--- src/rtl/game_sequencer.sv ---
// rtl/game_sequencer.sv - frame-rate play/obstacle/score controller for the VGA car game
//
// Purpose: sequences IDLE/PLAY/CRASH, scrolls one falling obstacle once per
//   frame, detects obstacle/car overlap and keeps a saturating score.
// Ports:
//   clk, rst_n          pixel clock, asynchronous active-low reset
//   frame_start         one-clk pulse at start of vertical blanking
//   start               start button level (rising edge starts a game)
//   score_reset         synchronous score clear (level)
//   speed[1:0]          obstacle step per frame = speed+1 lines
//   car_pos_h[9:0]      car centre column (sampled on frame_start)
//   obs_pos_h/v[9:0]    obstacle centre column / top row
//   obs_valid           obstacle drawn (PLAY only)
//   score[4:0]          0..SCORE_MAX
//   crash, state[1:0]   CRASH flag, 00 IDLE / 01 PLAY / 10 CRASH
// Config macro: OBSTACLE_RANDOM_EN selects LFSR spawn columns instead of the
//   fixed 96/320/544/208 rotation.

module game_sequencer #(
    parameter int H_VISIBLE    = 640,
    parameter int V_VISIBLE    = 480,
    parameter int CAR_SIZE_H   = 32,
    parameter int CAR_SIZE_V   = 24,
    parameter int OBS_SIZE     = 32,
    parameter int SCORE_MAX    = 19,
    parameter int CRASH_FRAMES = 60
) (
    input  logic       clk,
    input  logic       rst_n,
    input  logic       frame_start,
    input  logic       start,
    input  logic       score_reset,
    input  logic [1:0] speed,
    input  logic [9:0] car_pos_h,
    output logic [9:0] obs_pos_h,
    output logic [9:0] obs_pos_v,
    output logic       obs_valid,
    output logic [4:0] score,
    output logic       crash,
    output logic [1:0] state
);

    typedef enum logic [1:0] {
        ST_IDLE  = 2'b00,
        ST_PLAY  = 2'b01,
        ST_CRASH = 2'b10
    } state_t;

    localparam logic [10:0] OBS_HALF   = 11'(OBS_SIZE / 2);
    localparam logic [10:0] OBS_SIDE   = 11'(OBS_SIZE);
    localparam logic [10:0] CAR_HALF   = 11'(CAR_SIZE_H / 2);
    localparam logic [10:0] CAR_TOP    = 11'(V_VISIBLE - CAR_SIZE_V);
    localparam logic [9:0]  V_LIMIT    = 10'(V_VISIBLE);
    localparam logic [9:0]  H_CENTRE   = 10'(H_VISIBLE / 2);
    localparam logic [4:0]  SCORE_TOP  = 5'(SCORE_MAX);
    localparam logic [5:0]  CRASH_LAST = 6'(CRASH_FRAMES - 1);

    state_t      state_q, state_d;
    logic [9:0]  obs_pos_h_q, obs_pos_h_d;
    logic [9:0]  obs_pos_v_q, obs_pos_v_d;
    logic        obs_valid_q, obs_valid_d;
    logic [4:0]  score_q, score_d;
    logic        crash_q, crash_d;
    logic [5:0]  crash_cnt_q, crash_cnt_d;
    logic        start_1d_q, start_1d_d;

    logic        start_edge;
    logic        hit;
    logic        score_inc;
    logic [9:0]  next_v;
    logic [9:0]  spawn_col;

`ifdef OBSTACLE_RANDOM_EN
    logic [15:0] lfsr_q, lfsr_d;

    // Fibonacci LFSR, taps 16/14/13/11; free-running so spawn depends on play timing.
    always_comb begin
        lfsr_d    = {lfsr_q[14:0], lfsr_q[15] ^ lfsr_q[13] ^ lfsr_q[12] ^ lfsr_q[10]};
        spawn_col = 10'd64 + {1'b0, lfsr_q[8:0]};
    end

    always_ff @(posedge clk or negedge rst_n) begin
        if (!rst_n) lfsr_q <= 16'hACE1;
        else        lfsr_q <= lfsr_d;
    end
`else
    logic [1:0] spawn_idx_q, spawn_idx_d;
    logic       spawn_take;

    always_comb begin
        case (spawn_idx_q)
            2'd0:    spawn_col = 10'd96;
            2'd1:    spawn_col = 10'd320;
            2'd2:    spawn_col = 10'd544;
            default: spawn_col = 10'd208;
        endcase
        spawn_idx_d = spawn_idx_q + {1'b0, spawn_take};
    end

    always_ff @(posedge clk or negedge rst_n) begin
        if (!rst_n) spawn_idx_q <= 2'd0;
        else        spawn_idx_q <= spawn_idx_d;
    end
`endif

    assign start_edge = start & ~start_1d_q;

    // Overlap test on pre-update positions, widened to 11 bits so the sums
    // near the right/bottom edges cannot wrap.
    assign hit = (({1'b0, obs_pos_h_q} + OBS_HALF) > ({1'b0, car_pos_h} - CAR_HALF)) &
                 (({1'b0, obs_pos_h_q} - OBS_HALF) < ({1'b0, car_pos_h} + CAR_HALF)) &
                 (({1'b0, obs_pos_v_q} + OBS_SIDE) > CAR_TOP);

    assign next_v = obs_pos_v_q + {8'd0, speed} + 10'd1;

    always_comb begin
        state_d     = state_q;
        obs_pos_h_d = obs_pos_h_q;
        obs_pos_v_d = obs_pos_v_q;
        crash_cnt_d = crash_cnt_q;
        start_1d_d  = start;
        score_inc   = 1'b0;
`ifndef OBSTACLE_RANDOM_EN
        spawn_take  = 1'b0;
`endif
        case (state_q)
            ST_IDLE: begin
                if (start_edge) begin
                    state_d     = ST_PLAY;
                    obs_pos_v_d = 10'd0;
                    obs_pos_h_d = spawn_col;
`ifndef OBSTACLE_RANDOM_EN
                    spawn_take  = 1'b1;
`endif
                end
            end
            ST_PLAY: begin
                if (frame_start) begin
                    if (hit) begin
                        // Obstacle stays frozen where it hit the car.
                        state_d     = ST_CRASH;
                        crash_cnt_d = 6'd0;
                    end else if (next_v >= V_LIMIT) begin
                        score_inc   = 1'b1;
                        obs_pos_v_d = 10'd0;
                        obs_pos_h_d = spawn_col;
`ifndef OBSTACLE_RANDOM_EN
                        spawn_take  = 1'b1;
`endif
                    end else begin
                        obs_pos_v_d = next_v;
                    end
                end
            end
            ST_CRASH: begin
                if (frame_start) begin
                    if (crash_cnt_q == CRASH_LAST) state_d = ST_IDLE;
                    else                           crash_cnt_d = crash_cnt_q + 6'd1;
                end
            end
            default: state_d = ST_IDLE;
        endcase

        score_d = score_q;
        if (score_reset)                           score_d = 5'd0;
        else if (score_inc && score_q != SCORE_TOP) score_d = score_q + 5'd1;

        crash_d     = (state_d == ST_CRASH);
        obs_valid_d = (state_d == ST_PLAY);
    end

    always_ff @(posedge clk or negedge rst_n) begin
        if (!rst_n) begin
            state_q     <= ST_IDLE;
            obs_pos_h_q <= H_CENTRE;
            obs_pos_v_q <= 10'd0;
            obs_valid_q <= 1'b0;
            score_q     <= 5'd0;
            crash_q     <= 1'b0;
            crash_cnt_q <= 6'd0;
            start_1d_q  <= 1'b0;
        end else begin
            state_q     <= state_d;
            obs_pos_h_q <= obs_pos_h_d;
            obs_pos_v_q <= obs_pos_v_d;
            obs_valid_q <= obs_valid_d;
            score_q     <= score_d;
            crash_q     <= crash_d;
            crash_cnt_q <= crash_cnt_d;
            start_1d_q  <= start_1d_d;
        end
    end

    assign obs_pos_h = obs_pos_h_q;
    assign obs_pos_v = obs_pos_v_q;
    assign obs_valid = obs_valid_q;
    assign score     = score_q;
    assign crash     = crash_q;
    assign state     = state_q;

endmodule
--- config.mk ---
export PLATFORM = sky130hd
export DESIGN_NAME = game_sequencer
export DESIGN_NICKNAME = d
export VERILOG_FILES = /design/src/rtl/game_sequencer.sv
export SDC_FILE = /design/constraint.sdc
export NUM_CORES = 1
export LEC_CHECK = 0
export BUFFER_PORTS_ARGS = -buffer_cell sky130_fd_sc_hd__buf_2
export CAP_MARGIN = 30
export CELL_PAD_IN_SITES_DETAIL_PLACEMENT = 0
export CELL_PAD_IN_SITES_GLOBAL_PLACEMENT = 1
export CORE_ASPECT_RATIO = 1.25
export CORE_UTILIZATION = 39
export CTS_BUF_LIST = sky130_fd_sc_hd__clkbuf_8 sky130_fd_sc_hd__clkbuf_16
export DETAILED_ROUTE_END_ITERATION = 6
export GPL_TIMING_DRIVEN = 0
export PLACE_DENSITY = 0.83
export SLEW_MARGIN = 20
export SYNTH_ARGS = -nofsm -noshare
export SYNTH_HDL_FRONTEND = slang
export SYNTH_SLANG_ARGS = --single-unit
--- constraint.sdc ---
create_clock -name clk -period 3.15 [get_ports clk]
set_input_delay 0.4725 -clock clk [delete_from_list [all_inputs] [get_ports clk]]
set_output_delay 0.4725 -clock clk [all_outputs]
set_load 0.005 [all_outputs]
======== Yosys cells after proc, flatten, opt, wreduce, memory -nomap -nowiden ========
Cells that the tools add are included.
storage, ports and cells
  register bits ........................... 38
  latch bits .............................. 0
  RAM bits ................................ 0
  ROM bits ................................ 0
  output and inout bits ................... 29
  memories ................................ 0
operators by class
  $add $sub $neg .......................... 10
  multipliers ............................. 0
  div/mod/pow operators ................... 0
  magnitude comparators ................... 4
  equality and inequality tests ........... 15
  shifts and indexed selects .............. 0
  multiplexer cells ....................... 30
  bitwise gates (word level) .............. 4
  reductions and logical operators ........ 9
operators by type and width
  operator                                                                          number
  10-bit two-way mux                                                                8
  10-bit case mux with 2 select lines                                               2
  10-bit case mux with 3 select lines                                               1
  6-bit two-way mux                                                                 4
  10-bit by 5-bit adder with 11-bit output, second input constant                   2
  10-bit by 5-bit subtractor with 11-bit output, second input constant              2
  2-bit != test, second input constant                                              7
  6-bit case mux with 2 select lines                                                1
  10-bit by 6-bit adder with 11-bit output, second input constant                   1
  11-bit greater-than comparator                                                    1
  11-bit by 9-bit greater-than comparator with 1-bit output, second input constant  1
  11-bit < comparator                                                               1
  10-bit by 1-bit adder with 10-bit output, second input constant                   1
  10-bit by 2-bit adder with 10-bit output                                          1
  10-bit by 9-bit >= comparator with 1-bit output, second input constant            1
  2-bit two-way mux                                                                 5
  5-bit two-way mux                                                                 2
  5-bit AND reduction                                                               2
  6-bit by 1-bit adder with 6-bit output, second input constant                     1
  2-bit by 1-bit == test with 1-bit output, second input constant                   3
  2-bit == test, second input constant                                              3
  6-bit == test, second input constant                                              1
  2-bit case mux with 3 select lines                                                1
  2-bit nonzero test                                                                3
  10 further kinds                                                                  17

======== Depth between registers and ports, before layout ========
  depth in word-level cells ............... 10
  depth in mapped cells ................... 14
  gate-level depth less buffers ........... 13

======== Worst setup path after synthesis ========
No wires, ideal clock.
  path type ............................... in2reg
  start ................................... in car_pos_h[6]
  end ..................................... reg spawn_idx_q[1]
  arrival ................................. 2.991 ns
  slack ................................... 0.035 ns
  cell stages on the path ................. 14
  path buffers ............................ 2
  cell sequence ........................... clkbuf_1 > and3_1 > nand3_1 > xor2_1 > ha_1 > o21ai_0 > nor2_1 > nor3_1 > o211ai_4 > a22o_2 > a21o_1 > buf_2 > ha_1 > xor2_1
on the way
  word-level cells in the longest chain between the ends .. 8
RTL lines
  element                                                                                                           line      text
  start: declaration                                                                                                34        input logic [9:0] car_pos_h,
  10-bit by 5-bit subtractor with 11-bit output / 10-bit by 5-bit adder with 11-bit output (equally long branches)  110, 111
  11-bit greater-than comparator / 11-bit < comparator (equally long branches)                                      110, 111
  1-bit bitwise AND (*)                                                                                             110       assign hit = (({1'b0, obs_pos_h_q} + OBS_HALF) > ({1'b0, car_pos_h} - CAR_HALF)) &
  1-bit bitwise AND (*)                                                                                             111       (({1'b0, obs_pos_h_q} - OBS_HALF) < ({1'b0, car_pos_h} + CAR_HALF)) &
  1-bit two-way mux (*)                                                                                             139       if (hit) begin
  1-bit two-way mux (*)                                                                                             138       if (frame_start) begin
  1-bit case mux with 2 select lines (*)                                                                            126       case (state_q)
  2-bit by 1-bit adder with 2-bit output (*)                                                                        97        spawn_idx_d = spawn_idx_q + {1'b0, spawn_take};
  net spawn_idx_d[1]                                                                                                87        logic [1:0] spawn_idx_q, spawn_idx_d;
  end signal: assignment                                                                                            102       else spawn_idx_q <= spawn_idx_d;
  end: declaration                                                                                                  87
Mark *: on every way through the listed nets, which the timed path passes. The rest lies on a longest branch.
A chain may end at the register's enable or synchronous reset.

======== Worst setup path in the final report ========
  start ................................... reg obs_pos_h_q[7], in the netlist obs_pos_h[7]
  end ..................................... reg score_q[2], in the netlist score[2]
on the way
  word-level cells in the longest chain between the ends .. 9
RTL lines
  element                                                                                                           line      text
  start: declaration                                                                                                59        logic [9:0] obs_pos_h_q, obs_pos_h_d;
  start signal: assignment                                                                                          184       obs_pos_h_q <= obs_pos_h_d;
  10-bit by 5-bit adder with 11-bit output / 10-bit by 5-bit subtractor with 11-bit output (equally long branches)  110, 111
  11-bit greater-than comparator / 11-bit < comparator (equally long branches)                                      110, 111
  1-bit bitwise AND (*)                                                                                             110
  1-bit bitwise AND (*)                                                                                             111
  1-bit two-way mux (*)                                                                                             139
  1-bit two-way mux (*)                                                                                             138
  1-bit two-way mux (*)                                                                                             126
  1-bit logical AND (*)                                                                                             166       else if (score_inc && score_q != SCORE_TOP) score_d = score_q + 5'd1;
  2-bit nonzero test (no line) (*)                                                                                  --
  end signal: assignment                                                                                            187       score_q <= score_d;
  end: declaration                                                                                                  62        logic [4:0] score_q, score_d;
Every way passes the cells marked *; elsewhere a longest branch is shown, timed or not.

==> flow_results.org <==
** Status
- The run finished with clean final reports.

** Placed design
- Dpl cell area :: 2900 um^2
- The congestion estimate from routability-driven global placement came to 0.819.
- Placed cells :: approximately 410
- Total of buffers placed on input and output ports :: 40
- HPWL reported at the end of detailed placement :: 4.40 mm
- Pre-CTS setup slack :: -0.458 ns

** Cells and area
- The finished layout holds 434 standard cells, fillers aside.
- The number of antenna diodes in the final layout is 0.
- The area growth from synthesis to layout is 24.0%.
- Of the cells placed in the final design, the portion with a size suffix greater than 1 is 0.292.
- The filler cells instantiated in the layout total 588.
- For this run, the post-layout net count is 391.
- Once layout is complete, the utilization of the core stands at 0.510.
- Summing all flip-flop and latch instances after layout gives 831 um^2.
- The multi-input combinational cells in the finished layout cover a total of 1720 um^2.
- After routing the design area is roughly 3200 um^2.

** STA
- In the finished design, the share of the clock period the worst path needs comes to 0.960.
- Headroom to the max-slew limit came out at 0.467.
- Worst Tran Pin Value :: between 0.7 and 0.8 ns
- Period minus WS final :: 3.02 ns
- Setup TNS after final layout :: 0 ns
- Final Slew Violations :: 0
- Post-route clock skew :: 0.0131 ns
- Hold timing on the final database bottoms out at a slack of 0.249 ns.
- Across all setup checks in the final design, the least slack found is 0.127 ns.
- Final-report hold violation count :: 0
- Setup violations remaining at the end of the flow were counted as 0.
- Peak clock frequency supported by timing :: 0.331 GHz

** Clock network
- Clock-pin slew was measured on the worst setup and hold paths at roughly 0.070 ns.
- Root Driver :: clkbuf_8
- Number of buffers added by the clock tree synthesis step :: 5
- Deepest level of the CTS H-tree :: 2
- The later pin in the worst-skew pair is clocked with a latency of roughly 0.28 ns.
- TritonCTS clock tree :: built
- Post-CTS Hold Fix Bufs :: 0
- Number of clock sinks :: 33
- Clock Path Buffers :: 2

** Yosys
- Synthesis inferred 33 register bits.
- In the synthesized netlist the dominant register cell turns out to be dfrtp_1.
- Number of enable-type register cells in the synthesized netlist :: 0
- Combined area of all synthesized cells :: between 2000 and 3000 um^2
- The largest total area in the synthesized netlist belongs to dfrtp_1.
- Share of the yosys chip area belonging to registers :: 0.321
- For this run, the number of Yosys warnings is 0.
- Yosys top cell area share :: 0.300
- A synthesized cell averages 9.10 um^2.
- Synthesized instance count :: 284
- In the post-synthesis netlist, the biggest area contributors are dfrtp_1, ha_1, xor2_1.
- The number of different library cells used by synthesis comes to 57.
- Fraction of registers with async set/reset :: 1.00

** Die
- Die footprint :: ~7000 um^2
- The floorplan step set the die width to 74.8 um.
- Die outline height :: 93 um
- Area of the core :: 6290 um^2
- Starting Density :: 0.411
- Placement Rows :: 32
- 46 I/O pins were placed.

** Setup path
- CP max-delay cell :: or4_4
- R2r startpoint :: obs_pos_h[7]
- In this run the worst path has a maximum fanout of 10.
- At the worst endpoint, the arrival time is 3.23 ns.
- Delay-heaviest family, CP :: simple AND/OR/NAND/NOR gates
- Worst setup EP type :: flop
- Data required time of the worst path :: around 3.4 ns
- Together, buffers and inverters on the worst path number 3.
- Across all register-to-register paths, the minimum setup slack is 0.13 ns.
- The largest single stage delay on the critical path is 0.51 ns.
- Type of the setup path with the least slack :: reg2reg
- The critical path goes through inv_4, buf_4, ha_1, or4b_4, o21ba_1, o21a_1, o211ai_4, a22oi_2, buf_6, or4_4, a21oi_2.
- Beginning of the critical path :: obs_pos_h[7]
- Setup crit start kind :: flop

** Global routing
- For this run, global-route usage on met1 was measured as 0.235.
- Met3 GRT Util :: 0.0216
- Fraction of met2 tracks used by global routing :: 0.309
- The first global-routing pass estimated 10.0 mm of wire.
- met2 is the most crowded layer.
- The total overflow left after global routing is 0.
- The number of antenna violations at the first check in global routing was 0.
- Number of global-route vias before repair :: 2237
- Entering global routing, the biggest net connects 34 pins.
- In the global route stage, overall resource usage came out at 0.184.

** Hold path
- The path class of the tightest hold or removal check is in2async.

** Pwr
- Power density of the placed cells :: 699 nW/um^2
- Leak :: 1.52 nW
- VDD sags by at most 0.261 mV.
- Overall power after layout :: 2.24 mW

** Flow run
- Max-cap violations in this run came to 0.

** Drt
- The routed layout has 2288 vias.
- For this run, design rule violations remaining after detail routing come to 0.
- Number of DRC violations after detailed-routing iteration 0 :: 71
- Routed wire length per instance :: around 14 um
- Detailed Route WL :: 5.89 mm
- Number of detailed-routing iterations run before antenna repair :: 4
- Using the TritonRoute via totals, the vias-per-cell ratio works out to around 5.3.
- Number of antenna-violating nets in the routed design :: 0
==> where the power goes <==
part           internal (mW)  switching [mW]
Clock                  0.147           0.148
Sequential             0.533           0.146
Combinational          0.627           0.637
==> final cells by class <==
class	count	area share
buffer	9	0.0203
tap	85	0.0332
clock inverter	3	0.00351
inverter	18	0.0219
sequential	33	0.259
multi-input combinational	223	0.536
timing repair buffer	58	0.105
clock buffer	5	0.0215
==> per-layer routing <==
metal / wire length (um) / up-vias
met3: 126 / 2
li1: - / 1145
met1: 2730 / 1101
met2: 2980 / 40
met4: 54 / 0
met5: 0 / -
==> path summary, 6_finish.rpt <==
kind	to	depth (start not counted)
max in group asynchronous	obs_pos_h[7]	1
max	score[2]	11
min	obs_pos_v[3]	1
max reg2reg	score[2]	11
min reg2reg	spawn_idx_q[1]	1
min in group clk	start_1d_q	1
==> layout by cell type, fill, tap and decap left out, types with 2 or more instances in the layout <==
| cell type | count |
|---|---|
| a21o_1 | 5 |
| a21oi_1 | 11 |
| a311oi_1 | 2 |
| a31oi_1 | 2 |
| and2_1 | 6 |
| and3_1 | 4 |
| buf_2 | 41 |
| buf_4 | 24 |
| clkbuf_8 | 5 |
| conb_1 | 4 |
| dfrtp_1 | 29 |
| dfrtp_2 | 2 |
| dfstp_2 | 2 |
| ha_1 | 24 |
| inv_1 | 19 |
| mux2_2 | 3 |
| mux2i_1 | 5 |
| nand2_1 | 12 |
| nand2b_1 | 8 |
| nand3_1 | 12 |
| nand3b_1 | 2 |
| nand4_1 | 9 |
| nor2_1 | 15 |
| nor2b_1 | 7 |
| nor3_1 | 5 |
| nor3_2 | 3 |
| nor4_4 | 2 |
| o21a_1 | 2 |
| o21ai_0 | 18 |
| o31ai_1 | 2 |
| or3_1 | 4 |
| or4_1 | 4 |
| xnor2_1 | 9 |
| xor2_1 | 13 |
==> cell families after synthesis <==
kind of cell / synth area share
AO/OA/AOI/OAI: 0.160
AND/OR/NAND/NOR: 0.226
adder cells (fa/ha/maj): 0.129
buffers and inverters: 0.0567
other: 0.00145
XOR/XNOR: 0.0746
flip-flops: 0.321
multiplexers: 0.0324
==> synthesized netlist by cell type, types with 4 or more instances <==
cell type  instances
o21ai_0           18
inv_1             18
nand2_1           12
and2_1             6
nor2_1            15
or3_1              4
dfrtp_1           31
xnor2_1            9
and3_1             4
clkbuf_1           4
nand3_1           12
nand2b_1           8
a21oi_1           12
ha_1              25
nand4_1            9
nor3_1             8
nor2b_1            7
mux2i_1            5
xor2_1            13
buf_4              5
or4_1              5
a21o_1             5
==> flip-flops by register name (all words and copies together) (netlist names) <==
name,count
start_1d_q,1
score,5
obs_pos_h,5
crash,1
spawn_idx_q,2
crash_cnt_q,6
obs_valid,1
obs_pos_v,10
state,2
==> what timing repair did <==
action	in CTS	in global routing
buffers inserted	1	17
endpoints found under the setup margin	26	24
pin swaps	1	9
gates resized for setup	7	18
No activity file was read; power rests on OpenSTA's default activity.
